**config.mk**
```make
export PLATFORM = sky130hd
export DESIGN_NAME = ttt_turn_controller
export DESIGN_NICKNAME = d
export VERILOG_FILES = /design/src/rtl/ttt_pkg.sv /design/src/rtl/ttt_turn_timer.sv /design/src/rtl/ttt_turn_controller.sv
export SDC_FILE = /design/constraint.sdc
export NUM_CORES = 1
export LEC_CHECK = 0
export ABC_AREA = 1
export CELL_PAD_IN_SITES_DETAIL_PLACEMENT = 1
export CELL_PAD_IN_SITES_GLOBAL_PLACEMENT = 1
export CORE_MARGIN = 3
export CORE_UTILIZATION = 40
export CTS_CLUSTER_DIAMETER = 40
export DETAILED_ROUTE_END_ITERATION = 6
export PLACE_DENSITY = 0.86
export SETUP_SLACK_MARGIN = 0.4
export SLEW_MARGIN = 30
export SYNTH_ARGS = -nofsm -noshare
export SYNTH_HDL_FRONTEND = slang
export SYNTH_SLANG_ARGS = --single-unit
```
**constraint.sdc**
```tcl
create_clock -name clk_i -period 4.9 [get_ports clk_i]
set_input_delay 0.98 -clock clk_i [delete_from_list [all_inputs] [get_ports clk_i]]
set_output_delay 0.98 -clock clk_i [all_outputs]
set_load 0.01 [all_outputs]
```
**src/rtl/ttt_pkg.sv**
```systemverilog
// Shared types for the tic-tac-toe controller: cell codes, board layout,
// controller states and small helpers for building cells and boards.
package ttt_pkg;

    // bit1 = occupied, bit0 = owner (0 = X, 1 = O)
    typedef enum logic [1:0] {
        EMPTY = 2'b00,
        X     = 2'b10,
        O     = 2'b11
    } cell_t;

    typedef cell_t [8:0] board_t;

    typedef enum logic [1:0] {
        IDLE      = 2'd0,
        WAIT_MOVE = 2'd1,
        CHECK     = 2'd2,
        GAME_OVER = 2'd3
    } ctrl_state_t;

    typedef enum logic {
        PLAYER_X = 1'b0,
        PLAYER_O = 1'b1
    } player_t;

    localparam logic [3:0] LAST_CELL = 4'd8;

    function automatic cell_t player_cell(input logic player);
        return player ? O : X;
    endfunction

    function automatic board_t empty_board();
        board_t b;
        for (int i = 0; i < 9; i++) begin
            b[i] = EMPTY;
        end
        return b;
    endfunction

endpackage

```
**src/rtl/ttt_turn_timer.sv**
```systemverilog
// Per-turn down-counter. expire_o flags the last cycle of a turn (count == 1);
// the owner decides whether that cycle actually counts down.
module ttt_turn_timer #(
    parameter int unsigned  TURN_TIMEOUT = 50_000_000,
    localparam int unsigned CW           = $clog2(TURN_TIMEOUT + 1)
) (
    input  logic          clk_i,
    input  logic          rst_n_i,
    input  logic          load_i,
    input  logic          en_i,
    output logic          expire_o,
    output logic [CW-1:0] count_o
);

    logic [CW-1:0] count_q;

    always_ff @(posedge clk_i or negedge rst_n_i) begin
        if (!rst_n_i) begin
            count_q <= '0;
        end else if (load_i) begin
            count_q <= CW'(TURN_TIMEOUT);
        end else if (en_i && (count_q != '0)) begin
            count_q <= count_q - CW'(1);
        end
    end

    assign expire_o = (count_q == CW'(1));
    assign count_o  = count_q;

endmodule

```
**src/rtl/ttt_turn_controller.sv**
```systemverilog
// Tic-tac-toe match sequencer: owns the board, takes one move per turn,
// rejects illegal moves, samples the end detector and enforces a turn timeout.
module ttt_turn_controller
    import ttt_pkg::*;
#(
    parameter int unsigned  TURN_TIMEOUT = 50_000_000,
    parameter logic         FIRST_PLAYER = 1'b0,
    localparam int unsigned TW           = $clog2(TURN_TIMEOUT + 1)
) (
    input  logic            clk_i,
    input  logic            rst_n_i,
    input  logic            start_i,
    input  logic            move_valid_i,
    input  logic [3:0]      move_pos_i,
    output logic            move_ready_o,
    output logic            move_reject_o,
    output logic [8:0][1:0] board_o,
    output logic            turn_o,
    input  logic            game_end_i,
    input  logic            tie_i,
    input  logic            winner_i,
    output logic            game_over_o,
    output logic            tie_o,
    output logic            winner_o,
    output logic            timeout_o,
    output logic [TW-1:0]   time_left_o,
    output logic [1:0]      state_o
);

    ctrl_state_t   state_q, state_d;
    board_t        board_q;
    logic          turn_q;
    logic          game_over_q, tie_q, winner_q;
    logic          reject_q, timeout_q;
    logic          pos_legal, move_accept, move_bad;
    logic          timer_en, timer_load, timer_expire, timeout_fire;
    logic          end_turn, latch_verdict;
    logic [TW-1:0] time_left;

    assign pos_legal = (move_pos_i <= LAST_CELL) && (board_q[move_pos_i] == EMPTY);

    always_ff @(posedge clk_i or negedge rst_n_i) begin
        if (!rst_n_i) begin
            state_q <= IDLE;
        end else begin
            state_q <= state_d;
        end
    end

    // Handshake: a move transfers on a rising edge where move_valid_i and
    // move_ready_o are both high; ready is only offered in WAIT_MOVE and is
    // withdrawn while start_i is high so a restart always wins over a move.
    always_comb begin
        state_d       = state_q;
        move_ready_o  = 1'b0;
        move_accept   = 1'b0;
        move_bad      = 1'b0;
        timer_en      = 1'b0;
        end_turn      = 1'b0;
        latch_verdict = 1'b0;
        case (state_q)
            WAIT_MOVE: begin
                move_ready_o = ~start_i;
                if (move_valid_i && !start_i) begin
                    if (pos_legal) begin
                        move_accept = 1'b1;
                        state_d     = CHECK;
                    end else begin
                        move_bad = 1'b1;
                    end
                end
                timer_en = ~move_accept & ~start_i;
            end
            CHECK: begin
                if (game_end_i) begin
                    latch_verdict = 1'b1;
                    state_d       = GAME_OVER;
                end else begin
                    end_turn = 1'b1;
                    state_d  = WAIT_MOVE;
                end
            end
            IDLE, GAME_OVER: state_d = state_q;
            default:         state_d = IDLE;
        endcase
        if (start_i) begin
            state_d       = WAIT_MOVE;
            end_turn      = 1'b0;
            latch_verdict = 1'b0;
        end
    end

    // An accepted move suppresses timer_en, so it beats a same-cycle expiry.
    assign timeout_fire = timer_en & timer_expire;
    assign timer_load   = start_i | timeout_fire | end_turn;

    ttt_turn_timer #(
        .TURN_TIMEOUT(TURN_TIMEOUT)
    ) u_timer (
        .clk_i   (clk_i),
        .rst_n_i (rst_n_i),
        .load_i  (timer_load),
        .en_i    (timer_en),
        .expire_o(timer_expire),
        .count_o (time_left)
    );

    always_ff @(posedge clk_i or negedge rst_n_i) begin
        if (!rst_n_i) begin
            board_q     <= empty_board();
            turn_q      <= FIRST_PLAYER;
            game_over_q <= 1'b0;
            tie_q       <= 1'b0;
            winner_q    <= 1'b0;
            reject_q    <= 1'b0;
            timeout_q   <= 1'b0;
        end else begin
            reject_q  <= move_bad;
            timeout_q <= timeout_fire;
            if (start_i) begin
                board_q     <= empty_board();
                turn_q      <= FIRST_PLAYER;
                game_over_q <= 1'b0;
                tie_q       <= 1'b0;
                winner_q    <= 1'b0;
            end else begin
                if (move_accept) begin
                    board_q[move_pos_i] <= player_cell(turn_q);
                end
                if (timeout_fire || end_turn) begin
                    turn_q <= ~turn_q;
                end
                if (latch_verdict) begin
                    game_over_q <= 1'b1;
                    tie_q       <= tie_i;
                    winner_q    <= winner_i;
                end
            end
        end
    end

    assign board_o       = board_q;
    assign turn_o        = turn_q;
    assign move_reject_o = reject_q;
    assign timeout_o     = timeout_q;
    assign game_over_o   = game_over_q;
    assign tie_o         = tie_q;
    assign winner_o      = winner_q;
    assign time_left_o   = time_left;
    assign state_o       = state_q;

endmodule
```
Word level (Yosys, flattened, before mapping)
Cells that the tools add are included.

word-level totals
  bits in read-only memories = 0
  bits of input ports = 11
  word-level logic and storage cells = 88
  bits in registers = 52
  output and inout bits = 53
  memory bits (writable) = 0
  latch bits = 0
  memories kept = 0

cells by class
  multipliers = 0
  equality and inequality tests = 7
  order comparisons = 3
  add/sub/neg operators = 1
  multiplexer cells = 38
  bitwise logic cells = 7
  reduce and logical (&&, ||, !) cells = 15
  shift-type cells = 0
  divide/modulo/power cells = 0

operators by type and width
  kind                                                    count
  two-way mux 26 bit                                      2
  two-way mux 18 bit                                      2
  equality test 26 x 1 -> 1 bit (second input constant)   1
  nonzero test 26 bit                                     1
  subtractor 26 x 1 -> 26 bit (second input constant)     1
  two-way mux 1 bit                                       24
  bitwise mux 18 bit                                      1
  two-way mux 2 bit                                       6
  binary-select mux 2 bit (select 4 bit)                  1
  demux 2 bit (select 4 bit)                              1
  nonzero test 2 bit                                      4
  inequality test 3 bit (second input constant)           2
  < comparator 4 x 5 -> 1 bit (second input constant)     1
  equality test 2 bit (second input constant)             2
  >= comparator 4 x 1 -> 1 bit (second input constant)    1
  less-or-equal comparator 4 bit (second input constant)  1
  logical AND 1 bit                                       4
  zero test 2 bit                                         2
  one-hot mux 2 bit (2 select lines)                      1
  inverter 1 bit                                          3
  AND reduction 3 bit                                     1
  AND 1 bit                                               2
  equality test 2 x 1 -> 1 bit (second input constant)    1
  inequality test 2 bit (second input constant)           1
  4 further kinds                                         5

Logic depth before layout (Yosys ltp)
Gate-level depths: netlist (run 1).

  word-level depth = 14
  gate-level depth with buffers = 13
  mapped depth without buffers = 12

Cells and area by module
Synthesis (run 1) repeated with hierarchy kept, for this count alone.

unflattened totals
  cell total of the unflattened synthesis = 452
  area total of the unflattened synthesis = 3,249.4 µm²

modules (own cells, without submodules)
  module               area an instance (µm²)  cells an instance  sequential area each (µm²)  times used
  ttt_turn_timer       1,906.8                 280                650.6                       1
  ttt_turn_controller  1,342.5                 172                650.6                       1

Worst setup path before layout (run 1)
OpenSTA, ideal clock, no wires.

  kind = in2out
  from = input port start_i
  to = output port move_ready_o
  buffers on the path = 1
  cell stages on the path = 2
  slack = 2.480 ns
  data required time = 3.920 ns
  arrival time = 1.440 ns
  cells stage by stage = clkbuf_1 > nor2_2

between the ends
  word-level cells in the longest chain between the ends = 2

RTL lines
  item               RTL line                   RTL
  from (decl)        ttt_turn_controller.sv:12  input logic start_i,
  inverter 1 bit     ttt_turn_controller.sv:63  move_ready_o = ~start_i;
  two-way mux 1 bit  ttt_turn_controller.sv:61  case (state_q)
  to (decl)          ttt_turn_controller.sv:15  output logic move_ready_o,

No other way between the ends.

Worst setup path after layout (run 1)
Same ends and word-level chain as after synthesis.

==> results of run 1 <==
## Yosys cell counts, types with 4 or more instances
cell / instances
nor2_1: 67
nor3_1: 5
nand2_2: 8
o21ai_0: 5
nand4_1: 32
nand3_1: 55
ha_1: 5
inv_2: 7
dfrtp_1: 52
inv_1: 55
xor2_1: 7
nand2_1: 84
buf_6: 4
a21oi_1: 11
clkbuf_1: 5
## worst max path at each step
stage          startpoint                              to  depth (start not counted)
2_1_floorplan     start_i                    move_ready_o                          2
3_3_place_gp      start_i                    move_ready_o                          3
3_5_place_dp      start_i  u_timer.count_o[7]$_DFFE_PN0P_                          7
4_1_cts           start_i                    move_ready_o                          3
5_1_grt           start_i                    move_ready_o                          3
6_report          start_i                    move_ready_o                          3
## layer usage
metal / share of wire, % / vias to the layer above / track usage (%)
met1: 46 / 1495 / 27.4
met5: 0 / - / 0
met3: 2.6 / 18 / 3.77
met2: 50 / 52 / 36.6
met4: 2.2 / 0 / 6.98
li1: - / 1464 / -
## cell usage in the layout, fill, tap and decap left out
master / Yosys / routed
bufinv_16: 0 / 1
a21oi_2: 1 / 1
nand2_2: 8 / 8
nor2_2: 3 / 3
inv_2: 7 / 7
xnor2_1: 2 / 2
buf_4: 3 / 1
clkbuf_8: 0 / 5
nor3b_2: 1 / 1
dfrtp_1: 52 / 52
clkdlybuf4s50_1: 0 / 62
clkinv_1: 1 / 1
nor2_1: 67 / 67
or2_1: 1 / 1
nor2_4: 3 / 3
xor2_1: 7 / 7
buf_2: 3 / 1
a21oi_1: 11 / 11
nand2_1: 84 / 84
ha_1: 5 / 5
or2_2: 1 / 1
nand3_2: 1 / 1
inv_1: 55 / 55
nor3_1: 5 / 5
nand4_4: 1 / 1
o21ai_0: 5 / 5
nand4_1: 32 / 32
nand3_1: 55 / 55
nor3_2: 1 / 1
## critical path, stage by stage
cell and delay (ps):
clkdlybuf4s50_1 780, nor2_2 510, clkdlybuf4s50_1 640
## state kept, by name, summed over array words and instances, names as in the netlist
register,cells
winner_o,1
game_over_o,1
timeout_o,1
board_o,18
tie_o,1
state_o,2
move_reject_o,1
u_timer.count_o,26
turn_o,1
## report_power, final
part | switching, µW | internal (µW) | leakage [µW] | total, µW
Sequential | 60.5 | 471 | 0.000652 | 531
Combinational | 328 | 201 | 0.00120 | 530
Clock | 143 | 147 | 0.0000501 | 290
## logic make-up after synthesis
group / Yosys count / synth area share (%)
and+or+nand+nor: 263 / 39.8
adders and majority gates: 5 / 2.01
buffers and inverters: 79 / 11.0
AOI/OAI and AO/OA: 17 / 2.86
DFF: 52 / 41.9
xor gates and xnor gates: 9 / 2.54
## cell type report
class | count | area, µm² | area share, %
Clock buffer | 5 | 68.8 | 1.78
Clock inverter | 1 | 30.0 | 0.778
Inverter | 63 | 236 | 6.13
Multi-Input combinational cell | 294 | 1470 | 38.0
Sequential cell | 52 | 1300 | 33.7
Tap cell | 99 | 124 | 3.21
Timing Repair Buffer | 64 | 633 | 16.4
## metrics by stage
stage | hold slack, ps | setup WS, ps
after global routing | 556 | 897
after global placement | 474 | 1080
after CTS | 526 | 1020
after detailed placement | 503 | 1020
after floorplan | 519 | 2480
final | 511 | 1000
==> run_results.csv, run 1 <==
group,metric,value,unit
floorplan,die_area,0.00887,mm²
detailed_routing,drc,0,
yosys,syn-num-nets,441,
detailed_routing,vias,3029,
layout,area_growth,24.1,%
detailed_routing,viasPerCell,5.24,
clocking,cts_tree,"yes",
timing,min_period_over_period,79.6,%
setup_path,arrival,2920,ps
setup_path,startpoint_type,"primary input",
detailed_routing,wl,8830,µm
setup_path,timing.rr.end,"turn_o$_DFFE_PN0P_",
floorplan,die_w,94.2,µm
yosys,synth-seq-cells,52,
yosys,synthFlopType,"dfrtp_1",
yosys,ys.warnings.count,0,
timing,slew_headroom,50.5,%
setup_path,worstSetupPathType,"primary input to primary output",
floorplan,num_io_pins,64,
hold_path,worstHoldPathCells,2,
power_and_ir_drop,vdd_drop_max,0.228,mV
clocking,cts_hold_buf,0,
layout,antenna_cells,0,
global_route,grt_pass1_wl,15200,µm
layout,fillers,955,
timing,clock.fmax,256,MHz
clocking,post-cts-setup-buffers,0,
layout,utilization,52.1,%
yosys,synth_edf_count,0,
clocking,cts.sinks,52,
timing,slew_violations,0,
yosys,synthArstFlopShare,100,%
yosys,netlist.area_leader.share,41.9,%
layout,fin_cells,578,
hold_path,hold_start,"tie_o$_DFFE_PN0P_",
clocking,cts_root_buffer,"clkbuf_8",
hold_path,hold_path_class,"register to register",
setup_path,endpoint_kind,"primary output",
floorplan,die-height,94.2,µm
power_and_ir_drop,power_density,350,mW/mm²
timing,finalCriticalPeriod,3900,ps
floorplan,num_rows,31,
setup_path,reg2reg_from,"state_o[1]$_DFFE_PN0P_",
clocking,clkTransAtPathRegs,90,ps
floorplan,core,0.00741,mm²
detailed_routing,antenna_left,0,
timing,rsz0062_at_grt,"no",
setup_path,worstPathMaxFanout,16,
timing,setup_viol,0,
timing,hold_viol_final,0,
global_route,grt_antenna_before_repair,0,
global_route,grt-ovfl-total,0,
outcome,status,"finished clean",
floorplan,start_util,42.0,%
timing,worst_slew_pin_slew,742,ps
yosys,yosysSeqAreaShare,41.9,%
clocking,numCtsBuffers,5,
clocking,clock_latency,310,ps
global_route,grt_pass1_vias,3257,
yosys,synth_top_cell_by_area,"dfrtp_1",
place,place_area,0.00376,mm²
yosys,avgSynthCellArea,7.32,µm²
detailed_routing,dr.pass1.iters,4,
detailed_routing,avgRoutedWirePerCell,15.3,µm
job,cap_violations,0,
layout,final_area,0.00386,mm²
place,gp_congestion,0.805,
yosys,syn_inst,425,
place,hpwl,6410,µm
layout,drive_gt1_share,7.31,%
clocking,clk_path_buf_depth,2,
place,dp_cells,572,
setup_path,crit_required,3920,ps
setup_path,ff2ff_path_depth,9,
timing,tns,0,ps
timing,finClkSkew,8.79,ps
yosys,synth_area_leaders,"dfrtp_1 42%, nand2_1 10%, nand3_1 8.9%",
global_route,grtUsageTotal,21.4,%
detailed_routing,drtIter0Drc,153,
power_and_ir_drop,leakage,0.00190,µW
setup_path,r2r_slack,2680,ps
power_and_ir_drop,power,1350,µW
place,portBuffers,63,
clocking,htree_levels,2,
hold_path,min_to,"tie_o$_DFFE_PN0P_",
layout,fin_nets,496,
yosys,syn_area,0.00311,mm²
yosys,synth_cell_type_count,29,
clocking,ctsResizeCount,0,
global_route,grt_start_max_net_pins,53,
Note: power is estimated with default switching activity, not from simulation.
==> run 2, diff against run 1 <==
--- a/config.mk
+++ b/config.mk
@@ -9,10 +9,10 @@
 export CELL_PAD_IN_SITES_DETAIL_PLACEMENT = 1
 export CELL_PAD_IN_SITES_GLOBAL_PLACEMENT = 1
 export CORE_MARGIN = 3
-export CORE_UTILIZATION = 40
+export CORE_UTILIZATION = 33
 export CTS_CLUSTER_DIAMETER = 40
 export DETAILED_ROUTE_END_ITERATION = 6
-export PLACE_DENSITY = 0.86
+export PLACE_DENSITY = 0.76
 export SETUP_SLACK_MARGIN = 0.4
 export SLEW_MARGIN = 30
 export SYNTH_ARGS = -nofsm -noshare
==> constraint.sdc (replaced) <==
create_clock -name clk_i -period 3.12 [get_ports clk_i]
set_input_delay 0.624 -clock clk_i [delete_from_list [all_inputs] [get_ports clk_i]]
set_output_delay 0.624 -clock clk_i [all_outputs]
set_load 0.01 [all_outputs]
==> run_results.csv, run 2 (synthesized netlist as in run 1, its figures left out) <==
group,metric,value,unit
layout,largest_reg_flops,26,
floorplan,num_io_pins,64,
timing,hold_viol_final,0,
power_and_ir_drop,vdd_drop_max,0.381,mV
detailed_routing,avgRoutedWirePerCell,15.3,µm
setup_path,slowest_delay,540,ps
power_and_ir_drop,leakage,0.00192,µW
setup_path,arrival,2640,ps
detailed_routing,vias,2980,
global_route,grt_pass1_wl,15300,µm
timing,hold_slack,278,ps
layout,multi_input_area,0.00147,mm²
timing,min_period_over_period,78.8,%
timing,finClkSkew,5.60,ps
global_route,grt-ovfl-total,0,
detailed_routing,drtIter0Drc,98,
clocking,cts_hold_buf,0,
detailed_routing,drc,0,
detailed_routing,antenna_left,0,
place,place_area,0.00381,mm²
detailed_routing,dr.pass1.iters,4,
floorplan,num_rows,34,
hold_path,hold_path_class,"primary input to async pin",
clocking,ctsResizeCount,0,
setup_path,worstPathMaxFanout,13,
clocking,clkTransAtPathRegs,100,ps
floorplan,die_w,103,µm
layout,final_cell_mix,"84 x nand2_1, 67 x nor2_1, 62 x clkdlybuf4s50_1",
floorplan,core,0.00893,mm²
layout,antenna_cells,0,
setup_path,crit_required,3300,ps
floorplan,die-height,103,µm
detailed_routing,route.met2.wl,4420,µm
setup_path,worstPathCellList,"clkdlybuf4s50_1 -> inv_2 -> nand2_2 -> nor2_1 -> nor2_1 -> nand2_1 -> nand2_2 -> nand3_1 -> nand2_1 -> nand2_1 -> a21oi_1 -> o21ai_0",
place,dp_cells,586,
layout,layout_commonest_cell,"nand2_1",
detailed_routing,viasPerCell,5.02,
timing,clock.fmax,407,MHz
detailed_routing,wl,9090,µm
clocking,clk_path_buf_depth,2,
setup_path,endpoint_kind,"register",
timing,slew_headroom,61.6,%
timing,finalCriticalPeriod,2460,ps
setup_path,crit_buf_inv,2,
clocking,cts.sinks,52,
clocking,clock_latency,310,ps
layout,drive_gt1_share,8.23,%
floorplan,start_util,34.8,%
job,cap_violations,0,
detailed_routing,highest_layer,"met4",
layout,seqCellArea,0.00130,mm²
timing,worst_slew_pin_slew,575,ps
clocking,numCtsBuffers,5,
place,portBuffers,63,
outcome,status,"finished clean",
layout,fin_nets,501,
clocking,cts_root_buffer,"clkbuf_8",
detailed_routing,route.met3.wl,236,µm
layout,final_area,0.00390,mm²
clocking,post-cts-setup-buffers,0,
clocking,htree_levels,2,
timing,rsz0062_at_grt,"no",
detailed_routing,met1_length,4390,µm
layout,area_growth,25.4,%
power_and_ir_drop,power_density,535,mW/mm²
place,hpwl,6770,µm
setup_path,startpoint_type,"primary input",
place,gp_congestion,0.820,
timing,slew_violations,0,
global_route,grt_start_max_net_pins,33,
setup_path,critPathSlowestCell,"clkdlybuf4s50_1",
floorplan,die_area,0.0106,mm²
setup_path,path_delay_family,"simple AND/OR/NAND/NOR gates",
global_route,grtUsageTotal,17.9,%
clocking,cts_tree,"yes",
setup_path,cp_num_cells,12,
layout,fillers,1149,
setup_path,worstSetupPathType,"primary input to register",
timing,setup_viol,0,
timing,tns,0,ps
layout,fin_cells,594,
setup_path,crit_top_cell,"nand2_1",
setup_path,ff2ff_path_depth,10,
global_route,grt_pass1_vias,3124,
global_route,grt_antenna_before_repair,0,
-- run 2: through the flow --
stage | total power, µW | worst slack (ps) | utilization [%]
6_report | 2090 | 662 | 43.7
5_1_grt | 2250 | 403 | 43.7
4_1_cts | 2110 | 633 | 43.7
3_5_place_dp | 1690 | 348 | 42.6
3_3_place_gp | 1660 | 481 | 42.6
2_1_floorplan | 1370 | 1330 | -
-- run 2: path summary, 6_finish.rpt --
check	startpoint	slack, ps	end
min in group clk_i	winner_o$_DFFE_PN0P_	490	winner_o$_DFFE_PN0P_
hold / removal	rst_n_i	280	u_timer.count_o[23]$_DFFE_PN0P_
setup / recovery	move_pos_i[1]	660	state_o[1]$_DFFE_PN0P_
setup reg to reg	u_timer.count_o[17]$_DFFE_PN0P_	920	u_timer.count_o[20]$_DFFE_PN0P_
max in group asynchronous	rst_n_i	2030	board_o[16]$_DFFE_PN0P_
hold reg to reg	winner_o$_DFFE_PN0P_	490	winner_o$_DFFE_PN0P_
-- run 2: metal layers --
metal  vias up  global-route usage [%]
met1      1463                    24.9
met5         -                       0
met2        41                    30.0
met3         5                    2.37
met4         0                    3.09
li1       1471                       -
-- run 2: where the power goes --
group          internal (µW)  switching, µW
logic                    324            508
registers                739            100
clock network            182            233
total                   1250            842
-- run 2: worst register-to-register path: stages (launching register included) --
cell	delay (ps)
dfrtp_1	460
nor2_1	90
nand2_1	120
nor2_1	80
nand4_1	110
inv_2	50
nand2_2	260
clkinv_1	190
nor2_4	500
nand3_1	160
nand3_1	120
-- run 2: layout make-up --
type                       count  area share [%]
inverter                      63            6.06
tap                          108            3.46
clock buffer                   8            2.31
timing repair buffer          69            17.2
multi-input combinational    294            37.6
sequential                    52            33.4
==> run 3, diff against run 2 <==
--- a/config.mk
+++ b/config.mk
@@ -9,10 +9,10 @@
 export CELL_PAD_IN_SITES_DETAIL_PLACEMENT = 1
 export CELL_PAD_IN_SITES_GLOBAL_PLACEMENT = 1
 export CORE_MARGIN = 3
-export CORE_UTILIZATION = 33
+export CORE_UTILIZATION = 37
 export CTS_CLUSTER_DIAMETER = 40
 export DETAILED_ROUTE_END_ITERATION = 6
-export PLACE_DENSITY = 0.76
+export PLACE_DENSITY = 0.8
 export SETUP_SLACK_MARGIN = 0.4
 export SLEW_MARGIN = 30
 export SYNTH_ARGS = -nofsm -noshare
==> constraint.sdc (replaced) <==
create_clock -name clk_i -period 2.4 [get_ports clk_i]
set_input_delay 0.48 -clock clk_i [delete_from_list [all_inputs] [get_ports clk_i]]
set_output_delay 0.48 -clock clk_i [all_outputs]
set_load 0.01 [all_outputs]
==> run_results.csv, run 3 (synthesized netlist as in run 1, its figures left out) <==
group,metric,value,unit
clocking,htree_levels,2,
power_and_ir_drop,power_density,688,mW/mm²
setup_path,worstPathMaxFanout,2,
layout,utilization,51.6,%
detailed_routing,viasPerCell,5.17,
detailed_routing,vias,3095,
global_route,grt_pass1_vias,3254,
detailed_routing,avgRoutedWirePerCell,15.2,µm
global_route,grt_pass1_wl,15500,µm
clocking,cts_hold_buf,0,
setup_path,arrival,1430,ps
hold_path,hold_path_class,"primary input to async pin",
setup_path,slowest_delay,500,ps
clocking,cts_tree,"yes",
timing,hold_viol_final,0,
setup_path,startpoint_type,"primary input",
setup_path,crit_required,1920,ps
setup_path,critPathSlowestCell,"clkdlybuf4s50_1",
clocking,numCtsBuffers,5,
floorplan,core,0.00793,mm²
setup_path,startpoint,"start_i",
global_route,grt-ovfl-total,0,
layout,drive_gt1_share,13.5,%
detailed_routing,drtIter0Drc,113,
floorplan,die-height,97.7,µm
floorplan,die_area,0.00954,mm²
timing,setup_viol,0,
timing,rsz0062_at_grt,"no",
timing,finClkSkew,3.72,ps
timing,min_period_over_period,79.7,%
clocking,clock_latency,300,ps
outcome,status,"finished clean",
floorplan,start_util,39.2,%
layout,fillers,1009,
clocking,cts.sinks,52,
power_and_ir_drop,vdd_drop_max,0.489,mV
power_and_ir_drop,power.internal,1680,µW
timing,worst_slew_pin_slew,699,ps
detailed_routing,antenna_left,0,
setup_path,reg2reg_from,"u_timer.count_o[4]$_DFFE_PN0P_",
place,gp_congestion,0.831,
layout,layout_commonest_cell,"nand2_1",
power_and_ir_drop,leakage,0.00203,µW
floorplan,die_w,97.7,µm
floorplan,num_rows,32,
clocking,cts_root_buffer,"clkbuf_8",
power_and_ir_drop,power_frac_comb,45.5,%
job,cap_violations,0,
global_route,grt_start_max_net_pins,53,
place,portBuffers,63,
floorplan,num_io_pins,64,
layout,largest_reg_flops,26,
detailed_routing,dr.pass1.iters,4,
detailed_routing,wl,9110,µm
global_route,grt_antenna_before_repair,0,
detailed_routing,drc,0,
layout,fin_nets,515,
layout,area_growth,31.5,%
place,hpwl,6610,µm
timing,finalCriticalPeriod,1910,ps
layout,final_cell_mix,"82 x nand2_1, 63 x nor2_1, 59 x clkdlybuf4s50_1",
setup_path,worstPathCellList,"clkdlybuf4s50_1 -> nor2_4 -> dlygate4sd2_1",
layout,antenna_cells,0,
timing,slew_headroom,53.4,%
clocking,clkTransAtPathRegs,90,ps
timing,tns,0,ps
setup_path,path_delay_family,"buffers and inverters",
timing,slew_violations,0,
timing,clock.fmax,523,MHz
global_route,grtUsageTotal,19.5,%
setup_path,endpoint_kind,"primary output",
power_and_ir_drop,p_sw_share,40.2,%
clocking,clk_path_buf_depth,2,
setup_path,crit_buf_inv,2,
power_and_ir_drop,p_switching,1130,µW
setup_path,worstSetupPathType,"primary input to primary output",
power_and_ir_drop,p_seq_share,37.8,%
power_and_ir_drop,clkPwrFrac,16.7,%
## run 3: worst register-to-register path: cells and delay by family (launching register included)
kind	cells	cell delay [ps]
AND/OR/NAND/NOR	9	1330
flip-flops	1	450
## run 3: stage by stage
stage | setup slack (ps) | power (µW) | cell area [µm²] | hold WS [ps] | std cells
after floorplan | 654 | 1790 | 3110 | 184 | 425
after global placement | 98.6 | 2240 | 3900 | 472 | 586
after detailed placement | -0.249 | 2280 | 3900 | 477 | 586
after CTS | 402 | 2790 | 4010 | 329 | 593
after global routing | 373 | 3020 | 4090 | 352 | 599
final | 488 | 2820 | 4090 | 297 | 599
## run 3: layout make-up
type                            count  area (µm²)  share of cell area [%]
Multi-Input combinational cell    294        1520                    37.1
Clock buffer                        5        68.8                    1.68
Timing Repair Buffer               83         833                    20.4
Inverter                           63         241                    5.90
Tap cell                          102         128                    3.12
Sequential cell                    52        1300                    31.8
## run 3: repair_timing
item / 4_1_cts / 5_1_grt
pin swaps: 1 / 2
buffers inserted: 2 / 6
endpoints found under the setup margin: 33 / 48
gates resized for setup: 11 / 12
## run 3: power by group through the flow
stage / sequential [µW] / clock, µW / combinational [µW]
2_1_floorplan: 1100 / 0 / 688
3_5_place_dp: 1080 / 0 / 1200
3_3_place_gp: 1080 / 0 / 1170
5_1_grt: 1080 / 515 / 1420
6_report: 1060 / 471 / 1280
4_1_cts: 1070 / 483 / 1240
## run 3: layer usage
| metal | GRT usage, % | part of all wire, % |
|---|---|---|
| met2 | 33.3 | 50 |
| met1 | 26.1 | 46 |
| met3 | 3.02 | 2.7 |
| met4 | 4.26 | 1.0 |
| met5 | 0 | 0 |
## run 3: worst paths after layout
check	endpoint	slack, ps	depth (start not counted)
hold reg to reg	tie_o$_DFFE_PN0P_	490	2
min in group clk_i	tie_o$_DFFE_PN0P_	490	2
setup / recovery	move_ready_o	490	3
setup reg to reg	u_timer.count_o[15]$_DFFE_PN0P_	520	9
hold / removal	tie_o$_DFFE_PN0P_	300	2
max in group asynchronous	u_timer.count_o[0]$_DFFE_PN0P_	1610	2
